## config.mk

```make
export PLATFORM = sky130hd
export DESIGN_NAME = ex_stage
export DESIGN_NICKNAME = d
export VERILOG_FILES = /design/src/rtl/ex_pkg.sv /design/src/rtl/alu_core.sv /design/src/rtl/ex_stage.sv
export SDC_FILE = /design/constraint.sdc
export NUM_CORES = 1
export LEC_CHECK = 0
export BUFFER_PORTS_ARGS = -buffer_cell sky130_fd_sc_hd__buf_2
export CORE_MARGIN = 2
export CORE_UTILIZATION = 35
export DETAILED_ROUTE_END_ITERATION = 10
export PLACE_DENSITY_LB_ADDON = 0.25
export SYNTH_ARGS = -nofsm -noshare
export SYNTH_HDL_FRONTEND = slang
export SYNTH_SLANG_ARGS = --single-unit
```

## constraint.sdc

```tcl
create_clock -name clk -period 2 [get_ports clk]
set_clock_uncertainty 0.2 [all_clocks]
set_input_delay 0.2 -clock clk [delete_from_list [all_inputs] [get_ports clk]]
set_output_delay 0.2 -clock clk [all_outputs]
set_load 0.02 [all_outputs]
```

## src/rtl/ex_pkg.sv

```systemverilog
// Shared definitions for the execute stage: ALU op codes, pc_src encodings
// and the control bundle carried through the EX/MEM register.
package ex_pkg;

  localparam int EX_DATA_W = 32;

  localparam logic [4:0] ALU_ADD = 5'b00000;
  localparam logic [4:0] ALU_SUB = 5'b00001;
  localparam logic [4:0] ALU_AND = 5'b00010;
  localparam logic [4:0] ALU_OR  = 5'b00011;
  localparam logic [4:0] ALU_NOR = 5'b00100;
  localparam logic [4:0] ALU_SLL = 5'b00101;
  localparam logic [4:0] ALU_SRL = 5'b00110;
  localparam logic [4:0] ALU_SRA = 5'b00111;
  localparam logic [4:0] ALU_SLT = 5'b01000;

  localparam logic [1:0] PC_SEQ = 2'b00;
  localparam logic [1:0] PC_JR  = 2'b01;

  // Memory-side control bits that travel with the result.
  typedef struct packed {
    logic reg_write;
    logic mem_to_reg;
    logic mem_read;
    logic mem_write;
  } mem_ctrl_t;

endpackage

```

## src/rtl/alu_core.sv

```systemverilog
// Combinational ALU for the execute stage. Shifts act on rt by shamt; every
// other op acts on a/b. Unknown op codes give a zero result and flag illegal.
module alu_core
  import ex_pkg::*;
#(
  parameter int DATA_W = EX_DATA_W
) (
  input  logic [4:0]        alu_op,
  input  logic [DATA_W-1:0] a,
  input  logic [DATA_W-1:0] b,
  input  logic [DATA_W-1:0] rt,
  input  logic [4:0]        shamt,
  output logic [DATA_W-1:0] result,
  output logic              illegal
);

  // Operation select; add/sub wrap modulo 2^DATA_W with no overflow trap.
  always_comb begin
    result  = '0;
    illegal = 1'b0;
    unique case (alu_op)
      ALU_ADD: result = a + b;
      ALU_SUB: result = a - b;
      ALU_AND: result = a & b;
      ALU_OR:  result = a | b;
      ALU_NOR: result = ~(a | b);
      ALU_SLL: result = rt << shamt;
      ALU_SRL: result = rt >> shamt;
      ALU_SRA: result = $unsigned($signed(rt) >>> shamt);
      ALU_SLT: result = {{(DATA_W-1){1'b0}}, ($signed(a) < $signed(b))};
      default: illegal = 1'b1;
    endcase
  end

endmodule

```

## src/rtl/ex_stage.sv

```systemverilog
// Execute stage: runs the ALU on the decoded bundle, resolves jr redirects
// and holds the result in a one-entry EX/MEM register with valid/ready.
module ex_stage
  import ex_pkg::*;
#(
  parameter int DATA_W = EX_DATA_W,
  parameter int CNT_W  = 32
) (
  input  logic              clk,
  input  logic              rst_n,
  input  logic              in_valid,
  output logic              in_ready,
  input  logic              reg_write,
  input  logic              mem_to_reg,
  input  logic              mem_read,
  input  logic              mem_write,
  input  logic              reg_dst,
  input  logic              alu_src,
  input  logic [1:0]        pc_src,
  input  logic [4:0]        alu_op,
  input  logic [DATA_W-1:0] rs_val,
  input  logic [DATA_W-1:0] rt_val,
  input  logic [15:0]       imm,
  input  logic [4:0]        shamt,
  input  logic [4:0]        rt_addr,
  input  logic [4:0]        rd_addr,
  input  logic              flush,
  input  logic              out_ready,
  output logic              out_valid,
  output logic [DATA_W-1:0] out_result,
  output logic [DATA_W-1:0] out_store_data,
  output logic [4:0]        out_dest,
  output logic              out_reg_write,
  output logic              out_mem_to_reg,
  output logic              out_mem_read,
  output logic              out_mem_write,
  output logic              redirect_valid,
  output logic [DATA_W-1:0] redirect_pc,
  output logic              illegal_op,
  output logic [CNT_W-1:0]  ex_count
);

  logic              out_valid_q, out_valid_d;
  logic [DATA_W-1:0] out_result_q, out_result_d;
  logic [DATA_W-1:0] out_store_q, out_store_d;
  logic [4:0]        out_dest_q, out_dest_d;
  mem_ctrl_t         out_ctrl_q, out_ctrl_d;
  logic              redirect_valid_q, redirect_valid_d;
  logic [DATA_W-1:0] redirect_pc_q, redirect_pc_d;
  logic              illegal_q, illegal_d;
  logic [CNT_W-1:0]  ex_count_q, ex_count_d;

  logic              accept;
  logic              is_jr;
  logic [DATA_W-1:0] b_operand;
  logic [DATA_W-1:0] alu_result;
  logic              alu_illegal;

  // The slot is free when empty or when MEM takes the current entry this cycle.
  assign in_ready = !out_valid_q || out_ready;
  assign accept   = in_valid && in_ready && !flush;
  // Reserved pc_src codes behave as sequential.
  assign is_jr    = (pc_src == PC_JR);

  assign b_operand = alu_src ? {{(DATA_W-16){imm[15]}}, imm} : rt_val;

  alu_core #(
    .DATA_W (DATA_W)
  ) u_alu (
    .alu_op  (alu_op),
    .a       (rs_val),
    .b       (b_operand),
    .rt      (rt_val),
    .shamt   (shamt),
    .result  (alu_result),
    .illegal (alu_illegal)
  );

  // Next-state for the EX/MEM entry, the one-cycle pulses and the counter.
  always_comb begin
    out_valid_d      = out_valid_q;
    out_result_d     = out_result_q;
    out_store_d      = out_store_q;
    out_dest_d       = out_dest_q;
    out_ctrl_d       = out_ctrl_q;
    redirect_valid_d = 1'b0;
    redirect_pc_d    = '0;
    illegal_d        = 1'b0;
    ex_count_d       = ex_count_q;

    if (accept) begin
      ex_count_d = ex_count_q + CNT_W'(1);
    end

    if (accept && is_jr) begin
      redirect_valid_d = 1'b1;
      redirect_pc_d    = rs_val;
    end

    // jr never occupies the entry; a drain or flush still empties it.
    if (accept && !is_jr) begin
      out_valid_d  = 1'b1;
      out_result_d = alu_result;
      out_store_d  = rt_val;
      out_dest_d   = reg_dst ? rt_addr : rd_addr;
      out_ctrl_d   = '{reg_write:  reg_write,
                       mem_to_reg: mem_to_reg,
                       mem_read:   mem_read,
                       mem_write:  mem_write};
      illegal_d    = alu_illegal;
    end else if (flush || out_ready) begin
      out_valid_d = 1'b0;
    end
  end

  // Stage registers; reset empties the entry and clears every output at once.
  always_ff @(posedge clk or negedge rst_n) begin
    if (!rst_n) begin
      out_valid_q      <= 1'b0;
      out_result_q     <= '0;
      out_store_q      <= '0;
      out_dest_q       <= '0;
      out_ctrl_q       <= '0;
      redirect_valid_q <= 1'b0;
      redirect_pc_q    <= '0;
      illegal_q        <= 1'b0;
      ex_count_q       <= '0;
    end else begin
      out_valid_q      <= out_valid_d;
      out_result_q     <= out_result_d;
      out_store_q      <= out_store_d;
      out_dest_q       <= out_dest_d;
      out_ctrl_q       <= out_ctrl_d;
      redirect_valid_q <= redirect_valid_d;
      redirect_pc_q    <= redirect_pc_d;
      illegal_q        <= illegal_d;
      ex_count_q       <= ex_count_d;
    end
  end

  assign out_valid      = out_valid_q;
  assign out_result     = out_result_q;
  assign out_store_data = out_store_q;
  assign out_dest       = out_dest_q;
  assign out_reg_write  = out_ctrl_q.reg_write;
  assign out_mem_to_reg = out_ctrl_q.mem_to_reg;
  assign out_mem_read   = out_ctrl_q.mem_read;
  assign out_mem_write  = out_ctrl_q.mem_write;
  assign redirect_valid = redirect_valid_q;
  assign redirect_pc    = redirect_pc_q;
  assign illegal_op     = illegal_q;
  assign ex_count       = ex_count_q;

endmodule

```

After elaboration in Yosys (flattened, before gate mapping)
Cells that the tools add are included.
{ "word_totals": {"reg_bits": 140, "latch_bits": 0, "ram_bits": 0, "mem_bits_ro": 0, "output_inout_bits": 141, "memories": 0} }
{ "op_classes": {"n_addsub": 3, "n_mul": 0, "div_mod_pow": 0, "order_cmp": 1, "eq_ne": 9, "shift": 3, "muxes": 9, "n_bitwise": 3, "reduce_logical": 12} }
{ "op_table": {"columns": ["cell", "n"], "rows": [
  ["$pmux 32 s9", 1],
  ["$mux 32", 2],
  ["$add 32x1->32 const B", 1],
  ["$add 32x32->32", 1],
  ["$and 32x32->32", 1],
  ["$lt 32x32->1", 1],
  ["$not 32->32", 1],
  ["$or 32x32->32", 1],
  ["$shl 32x5->32", 1],
  ["$shr 32x5->32", 1],
  ["$sshr 32x5->32", 1],
  ["$sub 32x32->32", 1],
  ["$eq 5x3->1 const B", 4],
  ["$eq 5x2->1 const B", 2],
  ["$reduce_or 9->1", 1],
  ["$eq 5x1->1 const B", 1],
  ["$eq 5x4->1 const B", 1],
  ["$logic_not 5->1", 1],
  ["$mux 1", 5],
  ["$mux 5", 1],
  ["$logic_and 1x1->1", 4],
  ["$logic_not 1->1", 3],
  ["$eq 2x1->1 const B", 1],
  ["$logic_or 1x1->1", 2],
  ["$reduce_bool 2->1", 1]
]} }

Depth between registers and ports, before layout
{ "depth": {"ltp_word": 6, "depth_mapped": 16, "mapped_depth_nobuf": 13} }

Cells and area by module
A second synthesis with hierarchy kept.
{ "hier_totals": {"cells_unflattened": 1743, "hier_area_um2": 14413.8} }
{ "by_module_without_submodules": {"columns": ["mod", "n_inst", "cells_each", "area_per_inst_um2"], "rows": [
  ["alu_core", 1, 1304, 8778.4],
  ["ex_stage", 1, 439, 5635.4]
]} }

Worst setup path before layout
Ideal clock, no wire load.
{ "synth_path": {"kind": "input to register", "startpoint": "in alu_src", "endpoint": "reg out_result_q[28], in the netlist out_result[28]", "arrival_ns": 3.564, "path_slack_ns": -1.828, "stages": 14, "path_buffers": 3, "path_cell_list": "clkbuf_1 clkbuf_1 mux2i_1 ha_1 buf_6 or2_1 or3_1 or4_1 a211o_1 nand3_2 nand2_2 a211o_1 a31oi_1 a21o_1"} }
{ "synth_between": {"elab_chain_len": 4, "elab_cells_between_ends": 7} }
{ "synth_rtl": {"columns": ["element", "line", "text"], "rows": [
  ["start, declared", "ex_stage.sv:18", "input logic alu_src,"],
  ["$mux 32 *", "ex_stage.sv:65", "assign b_operand = alu_src ? {{(DATA_W-16){imm[15]}}, imm} : rt_val;"],
  ["branches (longest 2 deep; another with $sub 32x32->32)", null, null],
  ["$pmux 32 s9 *", "alu_core.sv:21", "unique case (alu_op)"],
  ["end signal, assigned", "ex_stage.sv:130", "out_result_q <= out_result_d;"],
  ["end, declared", "ex_stage.sv:44", "logic [DATA_W-1:0] out_result_q, out_result_d;"]
]} }
Mark *: on every way between the ends.
A chain may end at the register's enable or synchronous reset.

Final worst setup path
{ "layout_path": {"startpoint": "in alu_src", "endpoint": "reg out_result_q[30], in the netlist out_result[30]"} }
The elaborated chain is that of the path after synthesis.

==> impl_metrics.toml <==
[run_status]
status = "complete, but fails checks"
violations = "negative setup slack"

[critical_path]
required_ps = 2190
crit_family = "compound AO/OA/AOI/OAI gates"
crit_path_frequent_cell = "buf_6"
crit_cells = 18
r2r_end = "out_result[20]"
reg2reg_from = "out_valid"
max_stage_delay_ps = 400
cp-start-kind = "input port"
path_buf_inv = 6
crit_path_max_fanout = 3
critPathCaptureType = "register"
reg2regPathDepth = 9
reg2reg_slack_ps = -440
path_cells = "buf_12, buf_6, mux2i_4, inv_2, buf_6, ha_4, fa_2, o21ba_4, nor4_4, buf_4, buf_6, o31ai_4, a211o_4, nand3_4, a311oi_4, xor2_1, a31oi_1, o31ai_1"
slowest_stage = "a211o_4"
critPathKind = "input port to register"
crit_arrival_ps = 3260

[timing]
max_freq_mhz = 326.3
rsz0062_at_grt = "yes"
slew_violations = 0
fin_crit_sh_pct = 153.2
tightest_slew_ps = 823.8
slew_headroom_pct = 44.50
final.min_clock_period_ps = 3064
hold_ws_ps = 49.84
hold_violations = 0
setup_ws_ps = -1064
setup_viol = 39

[placement]
dp_hpwl_um = 54880
dpl_cell_area_um2 = 20320
port-buffer-count = 253
gp_congestion = 0.9513

[drt]
drcViolationCount = 0
wirelength_um = 70510
vias = 17630
wl_per_cell_um = 21.83
drtIter0Drc = 1230
via_per_inst = 5.458
dr.pass1.iters = 5
ant_nets = 0

[global_routing]
grt_pass1_vias = 17750
use_met3_pct = 5.421
grt_util_met2_pct = 56.36
grt_use_met1_pct = 43.58
grt_max_degree = 80
top_usage_layer = "met2"
grt_pass1_wl_um = 106900
antenna_found_initial = 2
grt_usage_pct = 33.96
grt_overflow_total = 0

[synthesis]
ys_ff_latch = 140
synth_cells = 1801
ys_seq_area_share_pct = 24.92
syn-num-nets = 2013
synth_edf_count = 0
yosys.area.top_type_share_pct = 24.92
synth_ff_type = "dfrtp_1"
synth-async-reset-ratio_pct = 100.0
synthTopCellsByArea = "dfrtp_1, ha_1, nand2_1"
synth_area_per_cell_um2 = 7.805
ys_types = 78
ys.warnings.count = 0
netlist_area_um2 = 14060
synth_top_area_cell = "dfrtp_1"

[cts]
cts_tree = "built"
path_clk_slew_ps = 80
cts_sinks = 140
worst_skew_pair.late_latency_ps = 490
h-tree-depth = 4
ctsLongestPathBuffers = 2
cts_inserted_buffers = 17
cts_root_buf = "clkbuf_16"

[finish]
multi_input_area_um2 = 11090
final_util_pct = 59.97
diodes = 0
layout_common_cells = "buf_4, buf_2, nand2_1"
fillCellCount = 3565
syn2layout_area_growth_pct = 69.51
drive_gt1_share_pct = 45.80
regArea_um2 = 3505
fin_area_um2 = 23830
final_common_cell = "buf_4"
fin_nets = 2904

[pwr]
leakage_nw = 11.58
power.density_nw_per_um2 = 550.3
peakVddDrop_mv = 0.7250

[die]
die_w_um = 204.4
start_util_pct = 35.38
die_h_um = 204.4
ioPinCount = 254
core_um2 = 39730
dieArea_um2 = 41780
rows = 73

[flow_run]
drv_cap = 0

[min_path]
hold_path.class = "input port to register"
whs_path_depth = 5
hp-start = "alu_op[2]"
hold_end = "out_result[0]"
[final cells by class]
class / count / area share (%)
Clock buffer: 17 / 1.785
Clock inverter: 15 / 0.7194
Inverter: 99 / 1.560
Multi-Input combinational cell: 1424 / 46.53
Sequential cell: 140 / 14.71
Tap cell: 525 / 2.757
Timing Repair Buffer: 1010 / 31.94
[metrics by stage]
| step | setup TNS, ps | power (mW) | std cells | setup slack, ps |
|---|---|---|---|---|
| floorplan | -29390 | 6.019 | 1801 | -1236 |
| global placement | -49310 | 8.746 | 3055 | -1716 |
| detailed placement | -51690 | 8.773 | 3055 | -1802 |
| CTS | -23150 | 12.93 | 3214 | -1023 |
| global route | -28720 | 13.76 | 3230 | -1124 |
| finish | -24760 | 13.11 | 3230 | -1064 |
[worst register-to-register path: stages, from the launching register on]
cell and delay [ps]:
dfrtp_2 420, nand2b_4 70, and3b_2 300, and2_2 220, o21ai_1 120, a221oi_1 310, buf_4 170, o221ai_1 240
a21oi_1 210, nor2_1 50
[how the worst max path moves through the flow]
stage,start,to
finish,alu_src,out_result[30]
global route,alu_src,out_result[30]
CTS,alu_src,out_result[30]
detailed placement,alu_src,out_result[16]
global placement,alu_src,out_result[30]
floorplan,alu_src,out_result[28]
[layer usage]
metal	vias to the layer above	share of wire, %
li1	8273	-
met1	8631	43
met2	584	47
met3	136	5.2
met4	4	4.3
met5	-	0.040
[power breakdown]
part	internal [mW]	total (mW)	switching, mW
combinational	3.02	6.48	3.45
clock	1.67	3.33	1.65
sequential	3.11	3.31	0.198
total	7.81	13.1	5.30
[repair_timing]
action,in CTS,in global routing
endpoints found under the hold margin,211,0
pin swaps,125,78
resized for setup,275,81
endpoints found under the setup margin,76,82
buffers inserted,47,22
hold buffers,81,0
cloned,2,0
[synth_stat cells, types with 5 or more instances]
master and instances:
nand2_1 239, nand3_1 27, a211oi_1 36, o21ai_0 96
buf_4 7, and3_1 14, or2_2 6, nand4_1 6
mux2i_1 84, ha_1 97, o2111ai_1 6, o31ai_1 14
a22oi_1 16, xnor2_1 45, nand2b_1 14, mux4_2 34
o21bai_1 5, o211ai_1 16, a22o_1 6, clkbuf_1 88
nor2b_1 11, o221ai_1 8, or3_1 13, o21a_1 8
a2111oi_0 17, a21o_1 19, nor4_1 12, a221oi_1 14
nor3_1 62, a21oi_1 171, buf_2 15, dfrtp_1 140
buf_1 24, o22ai_1 17, xor2_1 12, nor2_1 180
mux2_2 19, a31oi_1 20, and2_1 10, inv_1 96
[logic make-up after synthesis]
kind of cell,count (synthesis),share of synthesized area [%]
AND/OR/NAND/NOR,612,19.21
AO/OA/AOI/OAI,519,23.63
buffers and inverters,237,6.818
flip-flops,140,24.92
multiplexers,137,12.95
adder cells (fa/ha/maj),99,8.919
XOR/XNOR,57,3.551
No activity file was read; power rests on OpenSTA's default activity.
